**src/rtl/branch_redirect_ctrl.sv**
```systemverilog
// branch_redirect_ctrl: WB-stage branch/jump redirect FSM (IDLE/REQ/FLUSH) with fetch handshake.
// Define BR_REDIRECT_STATS_EN to compile in the saturating taken/stall statistics counters.
module branch_redirect_ctrl #(
    parameter int FLUSH_CYCLES = 3
) (
    input  logic        clk,
    input  logic        rst_n,
    input  logic        wb_valid,
    input  logic [3:0]  wb_opcode,
    input  logic        wb_ir11,
    input  logic        wb_setcc,
    input  logic        branch_enable,
    input  logic [15:0] br_target,
    input  logic [15:0] jmp_target,
    input  logic        fetch_ack,
    output logic        cc_load,
    output logic        adj_sel,
    output logic        redirect_req,
    output logic [15:0] redirect_pc,
    output logic        flush,
    output logic        stall,
    output logic [15:0] stat_taken,
    output logic [15:0] stat_stall
);
    localparam logic [3:0] OP_BR  = 4'b0000;
    localparam logic [3:0] OP_JSR = 4'b0100;
    localparam logic [3:0] OP_JMP = 4'b1100;

    typedef enum logic [1:0] {IDLE, REQ, FLUSH} state_t;

    state_t      state_q, state_d;
    logic [3:0]  cnt_q, cnt_d;
    logic [15:0] pc_q, pc_d;
    logic        idle, take, use_jmp;

    assign idle    = state_q == IDLE;
    assign use_jmp = (wb_opcode == OP_JMP) | ((wb_opcode == OP_JSR) & ~wb_ir11);
    // Input-derived outputs are gated by rst_n so reset clears every output at once.
    assign take    = rst_n & wb_valid & idle &
                     (((wb_opcode == OP_BR) & branch_enable) | (wb_opcode == OP_JMP) | (wb_opcode == OP_JSR));

    always_comb begin
        state_d = state_q;
        cnt_d   = cnt_q;
        pc_d    = pc_q;
        case (state_q)
            IDLE: if (take) begin
                state_d = REQ;
                pc_d    = use_jmp ? jmp_target : br_target;
            end
            REQ: if (fetch_ack) begin
                state_d = FLUSH;
                cnt_d   = 4'(FLUSH_CYCLES - 1);
            end
            FLUSH: begin
                state_d = (cnt_q == 4'd0) ? IDLE : FLUSH;
                cnt_d   = (cnt_q == 4'd0) ? 4'd0 : cnt_q - 4'd1;
            end
            default: state_d = IDLE;
        endcase
    end

    always_ff @(posedge clk or negedge rst_n) begin
        if (!rst_n) begin
            state_q <= IDLE;
            cnt_q   <= 4'd0;
            pc_q    <= 16'h0000;
        end else begin
            state_q <= state_d;
            cnt_q   <= cnt_d;
            pc_q    <= pc_d;
        end
    end

    assign cc_load      = rst_n & wb_valid & wb_setcc & idle;
    assign adj_sel      = rst_n & (wb_opcode == OP_JSR) & wb_ir11;
    assign redirect_req = state_q == REQ;
    assign redirect_pc  = pc_q;
    assign flush        = take | ~idle;
    assign stall        = ~idle;

`ifdef BR_REDIRECT_STATS_EN
    logic [15:0] taken_q, stall_q;

    always_ff @(posedge clk or negedge rst_n) begin
        if (!rst_n) begin
            taken_q <= 16'h0000;
            stall_q <= 16'h0000;
        end else begin
            if (redirect_req && fetch_ack && taken_q != 16'hFFFF)
                taken_q <= taken_q + 16'd1;
            if (stall && stall_q != 16'hFFFF)
                stall_q <= stall_q + 16'd1;
        end
    end

    assign stat_taken = taken_q;
    assign stat_stall = stall_q;
`else
    assign stat_taken = 16'h0000;
    assign stat_stall = 16'h0000;
`endif
endmodule

```
**config.mk**
```make
export PLATFORM = sky130hd
export DESIGN_NAME = branch_redirect_ctrl
export DESIGN_NICKNAME = d
export VERILOG_FILES = /design/src/rtl/branch_redirect_ctrl.sv
export SDC_FILE = /design/constraint.sdc
export NUM_CORES = 1
export LEC_CHECK = 0
export CAP_MARGIN = 10
export CORE_AREA = 8 8 76 78
export DETAILED_ROUTE_END_ITERATION = 8
export DIE_AREA = 0 0 84 86
export PLACE_DENSITY = 0.74
export SETUP_SLACK_MARGIN = 0.2
export SYNTH_ARGS = -nofsm -noshare
export SYNTH_HDL_FRONTEND = slang
export SYNTH_SLANG_ARGS = --single-unit
```
**constraint.sdc**
```tcl
create_clock -name clk -period 1.6 [get_ports clk]
set_clock_uncertainty 0.2 [all_clocks]
set_input_delay 0.32 -clock clk [delete_from_list [all_inputs] [get_ports clk]]
set_output_delay 0.32 -clock clk [all_outputs]
set_load 0.01 [all_outputs]
```
==> results.txt, run 1 <==
status: complete, but fails checks
failing checks: negative setup slack
fraction of the mapped netlist area in simple logic gates: 0.137
total chip power: 2.39 mW
most frequent cell after synthesis: buf_4
grt ovf: 0
fin cells: 282
nets@finish: 272
design area: 0.00225 sq mm
clock tree sinks: 22
CP startpoint kind: flip-flop
via count: 1211
Die Y: 86 um
top cells by count, synth: 32 x buf_4, 22 x dfrtp_1, 18 x nand2_1
clock power share: 0.165
placed cell count: 258
Yosys top cell area share: 0.391
worst vdd ir: 0.000463 V
Final Critical Period: 1800 ps
Fmax: 556 MHz
CP arrival: 1280 ps
WL/cell: 15.0 um
final hold vios: 0
gpl congestion: 0.740
Seq/Total Area, Yosys: 0.391
TritonCTS buffer count: 3
largest net degree at the start of global routing: 34
CTS tree: built
Post-Syn Area: 0.00141 sq mm
distinct cell type count after synthesis: 28
total negative setup slack: -1650 ps
xor and xnor area share after synthesis: 0
ANT cells: 0
Seq cells post-synth: 22
via density per instance: 4.29
Core ar.: 0.00460 sq mm
Initial Utilization: 0.306
number of fill cells: 449
Multi-input gate area: 741 sq um
post-DP HPWL: 2970 um
Max Slew Vio Count: 0
mux cell area share after synthesis: 0.121
Synth async-reset ratio: 1.00
Synth Area in Adders: 0
placed instance area: 0.00200 sq mm
Compound-Gate Fraction of Synth Area: 0.127
port bufs: 63
Int Pwr: 1.56 mW
# setup viols final: 22
CTS H-tree depth: 1
RSZ-0062 raised after global routing: yes
sequential share of power: 0.376
Routed Antenna Nets: 0
Post-Syn Area per Cell: 10.1 sq um
Synth area leader: dfrtp_1
Hold Crit Class: flip-flop to flip-flop
Crit. End Element: output pin
Layout area overhead: 59.8%
Longest Clk Path Bufs: 2
vias in the first global route: 1168
Comb pwr share: 0.458
Leak: 1.18 nW
CP Class: flip-flop to output pin
Die ar.: 0.00722 sq mm
Top FF cell, synth: dfrtp_1
DRC: 0
Storage cell area: 551 sq um
Power Density: 1060 mW/mm^2
die width: 84 um
Max Cap Viol: 0
Skew-Pair Late Insertion Delay: 260 ps
WP data required: 1080 ps
Sw Share: 0.346
Ports: 96
initial antenna violation count: 0
drt pass-1 iters: 2
number of synthesis warnings: 0
sw power: 0.827 mW
EDFF count, synth: 0
top cells by area, synth: dfrtp_1 39%, buf_4 17%, mux2i_1 12%
Root Buffer: clkbuf_8
site row count: 25
Critical Path Fanout Max: 3
total wire length: 4230 um
Iter 0 DRT Violations: 33
setup slack after layout: -199 ps
CTS clock-pin slew for the worst setup and hold paths: 80 ps
overall routing resource usage: 0.0962
largest family of logic cells by synthesized area: buffers and inverters
Final Cycle Share: 1.12
first-pass GRT wire length: 5650 um
Cells after Synth: 140
layout cells sized above 1: 0.382
logic make-up after synthesis:
logic type      after synthesis
compound gates               26
buf+inv                      39
other cells                   1
mux                          17
simple gates                 35
flops                        22
power by group through the flow:
stage                     clock network (mW)  registers, mW  logic (mW)
after global routing                   0.443          0.924        1.19
after detailed placement                   0          0.905        1.01
after floorplan                            0          0.972       0.445
final                                  0.395          0.899        1.10
after global placement                     0          0.898       0.996
after CTS                              0.409          0.887        1.04
cells in the final DEF (no fill, tap or decap), types with 3 or more instances in the layout:
cell / count
buf_2: 24
buf_4: 14
buf_6: 10
clkbuf_16: 3
clkbuf_8: 4
clkdlybuf4s50_1: 35
conb_1: 32
dfrtp_1: 22
mux2i_1: 17
nand2_1: 8
nand2_2: 8
o21ai_1: 7
o21ai_2: 11
sequential cells by signal, indices dropped and copies added, names as in the netlist:
signal       cells
redirect_pc     16
cnt_q            4
state_q          2
metal layers:
metal / part of all wire / global-route usage / up-vias
met5: 0 / 0 / -
met4: 0.0054 / 0.0330 / 0
met3: 0.072 / 0.0398 / 4
met2: 0.47 / 0.154 / 62
met1: 0.45 / 0.113 / 556
li1: - / - / 589
path summary, 6_finish.rpt:
| kind | from | end | slack [ps] | cells after the start |
|---|---|---|---|---|
| hold / removal | redirect_pc[8]$_DFFE_PN0P_ | redirect_pc[8]$_DFFE_PN0P_ | 280 | 2 |
| setup reg to reg | state_q[0]$_DFFE_PN0P_ | cnt_q[3]$_DFFE_PN0P_ | -90 | 5 |
| hold reg to reg | redirect_pc[8]$_DFFE_PN0P_ | redirect_pc[8]$_DFFE_PN0P_ | 280 | 2 |
| max in group asynchronous | rst_n | redirect_pc[3]$_DFFE_PN0P_ | 650 | 4 |
| min in group asynchronous | rst_n | cnt_q[0]$_DFFE_PN0P_ | 360 | 3 |
| setup / recovery | state_q[1]$_DFFE_PN0P_ | flush | -200 | 3 |
stage by stage:
step                      hold WS (ps)  utilization  setup WS [ps]
after floorplan                   -176            -           66.8
after global placement             263        0.435           -680
after detailed placement           269        0.435           -691
after CTS                          285        0.457           -205
after global routing               294        0.489           -258
final                              279        0.489           -199
critical path, cell delays in order (launching register included):
cell	delay [ps]
dfrtp_1	410
or2_2	330
nand2b_1	150
buf_2	140
final cells by class:
class	count	area share
timing repair buffer	91	0.370
multi-input combinational	110	0.329
inverter	1	0.00167
clock buffer	4	0.0245
tap	54	0.0300
sequential	22	0.245
repair_timing:
item | CTS | global route
pin swaps | 4 | 3
setup buffers | 7 | 7
cloned | 0 | 4
hold endpoints to repair | 22 | 14
gates resized for setup | 103 | 39
hold buffers | 2 | 1
endpoints found under the setup margin | 41 | 50
No activity file was read; power rests on OpenSTA's default activity.
==> run 2, diff against run 1 <==
--- a/config.mk
+++ b/config.mk
@@ -6,9 +6,9 @@
 export NUM_CORES = 1
 export LEC_CHECK = 0
 export CAP_MARGIN = 10
-export CORE_AREA = 8 8 76 78
+export CORE_AREA = 10 10 78 80
 export DETAILED_ROUTE_END_ITERATION = 8
-export DIE_AREA = 0 0 84 86
+export DIE_AREA = 0 0 88 90
 export PLACE_DENSITY = 0.74
 export SETUP_SLACK_MARGIN = 0.2
 export SYNTH_ARGS = -nofsm -noshare
==> run 2 against run 1 <==
Compared with the run above: the flow still finishes with violations (negative setup slack); first-iteration DRC count is 67% lower; clock power is 17% lower; sequential cell count stayed put; clock-buffer cell count is 1 lower; sequential share of layout area is 0.26 points lower; combinational power is 5% higher; hold slack hardly changed; non-clock buffer count is 1 higher; die area is 9.6% higher; critical path depth is 1 higher; maximum frequency is 1.2% higher; register-to-register slack better by 20 ps; critical endpoint unchanged; largest power group unchanged; highest routed layer unchanged.
==> results.txt, run 2 (same netlist as run 1, synthesis figures left out) <==
status: complete, but fails checks (unchanged)
failing checks: negative setup slack (unchanged)
Crit path largest cell delay: 390 ps (was 410 ps)
Fmax: 562 MHz (was 556 MHz)
port bufs: 63 (unchanged)
Hold Crit Class: flip-flop to flip-flop (unchanged)
nets@finish: 273 (was 272)
CTS H-tree depth: 1 (unchanged)
placed instance area: 0.00198 sq mm (was 0.00200 sq mm)
Root Buffer: clkbuf_8 (unchanged)
layout cells sized above 1: 0.382 (unchanged)
CP startpoint kind: flip-flop (unchanged)
cell chain of the critical path: and4bb_4 > o211ai_4 > nand2b_1 > buf_2 (was or2_2 > nand2b_1 > buf_2)
via density per instance: 4.43 (was 4.29)
commonest non-fill, non-tap cells in the layout: 35 x clkdlybuf4s50_1, 32 x conb_1, 22 x dfrtp_1 (was 35 x clkdlybuf4s50_1, 32 x conb_1, 24 x buf_2)
CTS clock-pin slew for the worst setup and hold paths: 70 ps (was 80 ps)
sequential share of power: 0.378 (was 0.376)
drt pass-1 iters: 2 (unchanged)
Power Density: 1040 mW/mm^2 (was 1060 mW/mm^2)
total negative setup slack: -1420 ps (was -1650 ps)
worst path buffer plus inverter count: 1 (unchanged)
Int Pwr: 1.55 mW (was 1.56 mW)
design area: 0.00227 sq mm (was 0.00225 sq mm)
slowest cell on the critical path: dfrtp_1 (unchanged)
CP arrival: 1260 ps (was 1280 ps)
Longest Clk Path Bufs: 2 (unchanged)
setup slack after layout: -178 ps (was -199 ps)
site row count: 25 (unchanged)
CP Class: flip-flop to output pin (unchanged)
largest net degree at the start of global routing: 17 (was 34)
initial antenna violation count: 0 (unchanged)
clock tree sinks: 22 (unchanged)
DP Worst Slack: -713 ps (was -691 ps)
TritonCTS buffer count: 3 (unchanged)
final hold vios: 0 (unchanged)
Final Critical Period: 1780 ps (was 1800 ps)
overall routing resource usage: 0.108 (was 0.0962)
max reg flops: 16 (unchanged)
grt ovf: 0 (unchanged)
Iter 0 DRT Violations: 11 (was 33)
WP data required: 1080 ps (about the same)
Ports: 96 (unchanged)
post-DP HPWL: 3180 um (was 2970 um)
Leak: 1.19 nW (was 1.18 nW)
via count: 1249 (was 1211)
Core ar.: 0.00460 sq mm (unchanged)
fin cells: 282 (unchanged)
commonest non-fill, non-tap cell in the layout: clkdlybuf4s50_1 (unchanged)
gpl congestion: 0.688 (was 0.740)
Skew-Pair Late Insertion Delay: 250 ps (was 260 ps)
Die ar.: 0.00792 sq mm (was 0.00722 sq mm)
sw power: 0.820 mW (was 0.827 mW)
Crit. End Element: output pin (unchanged)
RSZ-0062 raised after global routing: yes (unchanged)
Critical Path Fanout Max: 3 (unchanged)
ANT cells: 0 (unchanged)
CTS tree: built (unchanged)
# setup viols final: 21 (was 22)
Layout area overhead: 61.5% (was 59.8%)
Max Cap Viol: 0 (unchanged)
clock power share: 0.138 (was 0.165)
Max Slew Vio Count: 0 (unchanged)
worst vdd ir: 0.000437 V (was 0.000463 V)
Sw Share: 0.346 (about the same)
Largest delay share family, worst path: simple AND/OR/NAND/NOR gates (unchanged)
die width: 88 um (was 84 um)
first-pass GRT wire length: 7010 um (was 5650 um)
Initial Utilization: 0.306 (unchanged)
total wire length: 4410 um (was 4230 um)
Routed Antenna Nets: 0 (unchanged)
placed cell count: 256 (was 258)
DRC: 0 (unchanged)
Final Cycle Share: 1.11 (was 1.12)
WL/cell: 15.6 um (was 15.0 um)
vias in the first global route: 1377 (was 1168)
Comb pwr share: 0.484 (was 0.458)
Die Y: 90 um (was 86 um)
total chip power: 2.37 mW (was 2.39 mW)
[run 2: changes by cell type in the layout (fill, tap and decap cells not counted), sizes merged]
| cell | before | now |
|---|---|---|
| buf | 50 | 53 |
| clkbuf | 7 | 4 |
[run 2: metrics by stage]
step            util  hold WS (ps)
3_3_place_gp   0.432           262
5_1_grt        0.494           320
2_1_floorplan      -          -176
6_report       0.494           279
3_5_place_dp   0.432           269
4_1_cts        0.494           280
[run 2: worst paths after layout]
check	endpoint	slack, ps	cells past startpoint	start
min in group asynchronous	redirect_pc[8]$_DFFE_PN0P_	370	3	rst_n
max in group asynchronous	redirect_pc[6]$_DFFE_PN0P_	640	3	rst_n
worst max-delay path	flush	-180	4	state_q[1]$_DFFE_PN0P_
worst max register to register	redirect_pc[11]$_DFFE_PN0P_	-70	7	state_q[1]$_DFFE_PN0P_
worst min-delay path	redirect_pc[12]$_DFFE_PN0P_	280	2	redirect_pc[12]$_DFFE_PN0P_
worst min register to register	redirect_pc[12]$_DFFE_PN0P_	280	2	redirect_pc[12]$_DFFE_PN0P_
[run 2: routing by layer]
layer | vias to the layer above | GRT usage | routed length [um]
met2 | 68 | 0.172 | 2050
met1 | 576 | 0.132 | 1860
met4 | 0 | 0.0439 | 78
met5 | - | 0 | 0
li1 | 598 | - | -
met3 | 7 | 0.0316 | 415
[run 2: final cells by class]
type / instances / area (sq um)
Multi-Input combinational cell: 110 / 733
Tap cell: 54 / 67.6
Timing Repair Buffer: 92 / 877
Fill cell: 463 / 2320
Clock buffer: 3 / 41.3
Inverter: 1 / 3.75
Sequential cell: 22 / 551
[run 2: power by group through the flow]
stage | Combinational (mW) | Sequential (mW) | Clock [mW]
final | 1.15 | 0.896 | 0.326
after global routing | 1.27 | 0.929 | 0.364
after CTS | 1.12 | 0.897 | 0.343
after detailed placement | 1.02 | 0.913 | 0
after global placement | 1.00 | 0.899 | 0
after floorplan | 0.445 | 0.972 | 0
[run 2: worst min-delay path, stage by stage, from the launching register on]
cell and delay, ps:
dfrtp_1 360, nand2_2 50, o21ai_2 40
[run 2: repair_timing]
| item | CTS | global route |
|---|---|---|
| setup buffers | 12 | 5 |
| resized for setup | 127 | 21 |
| pin swaps | 5 | 2 |
| hold buffers | 2 | 1 |
| endpoints found under the hold margin | 22 | 16 |
| setup endpoints to repair | 41 | 51 |
| gates cloned | 4 | 0 |
==> run 3, diff against run 2 <==
--- a/config.mk
+++ b/config.mk
@@ -5,6 +5,7 @@
 export SDC_FILE = /design/constraint.sdc
 export NUM_CORES = 1
 export LEC_CHECK = 0
+export ABC_CLOCK_PERIOD_IN_PS = 1600
 export CAP_MARGIN = 10
 export CORE_AREA = 10 10 78 80
 export DETAILED_ROUTE_END_ITERATION = 8
==> results of run 3 <==
Same layout as run 2: the final DEF is identical, and so are final timing and power.
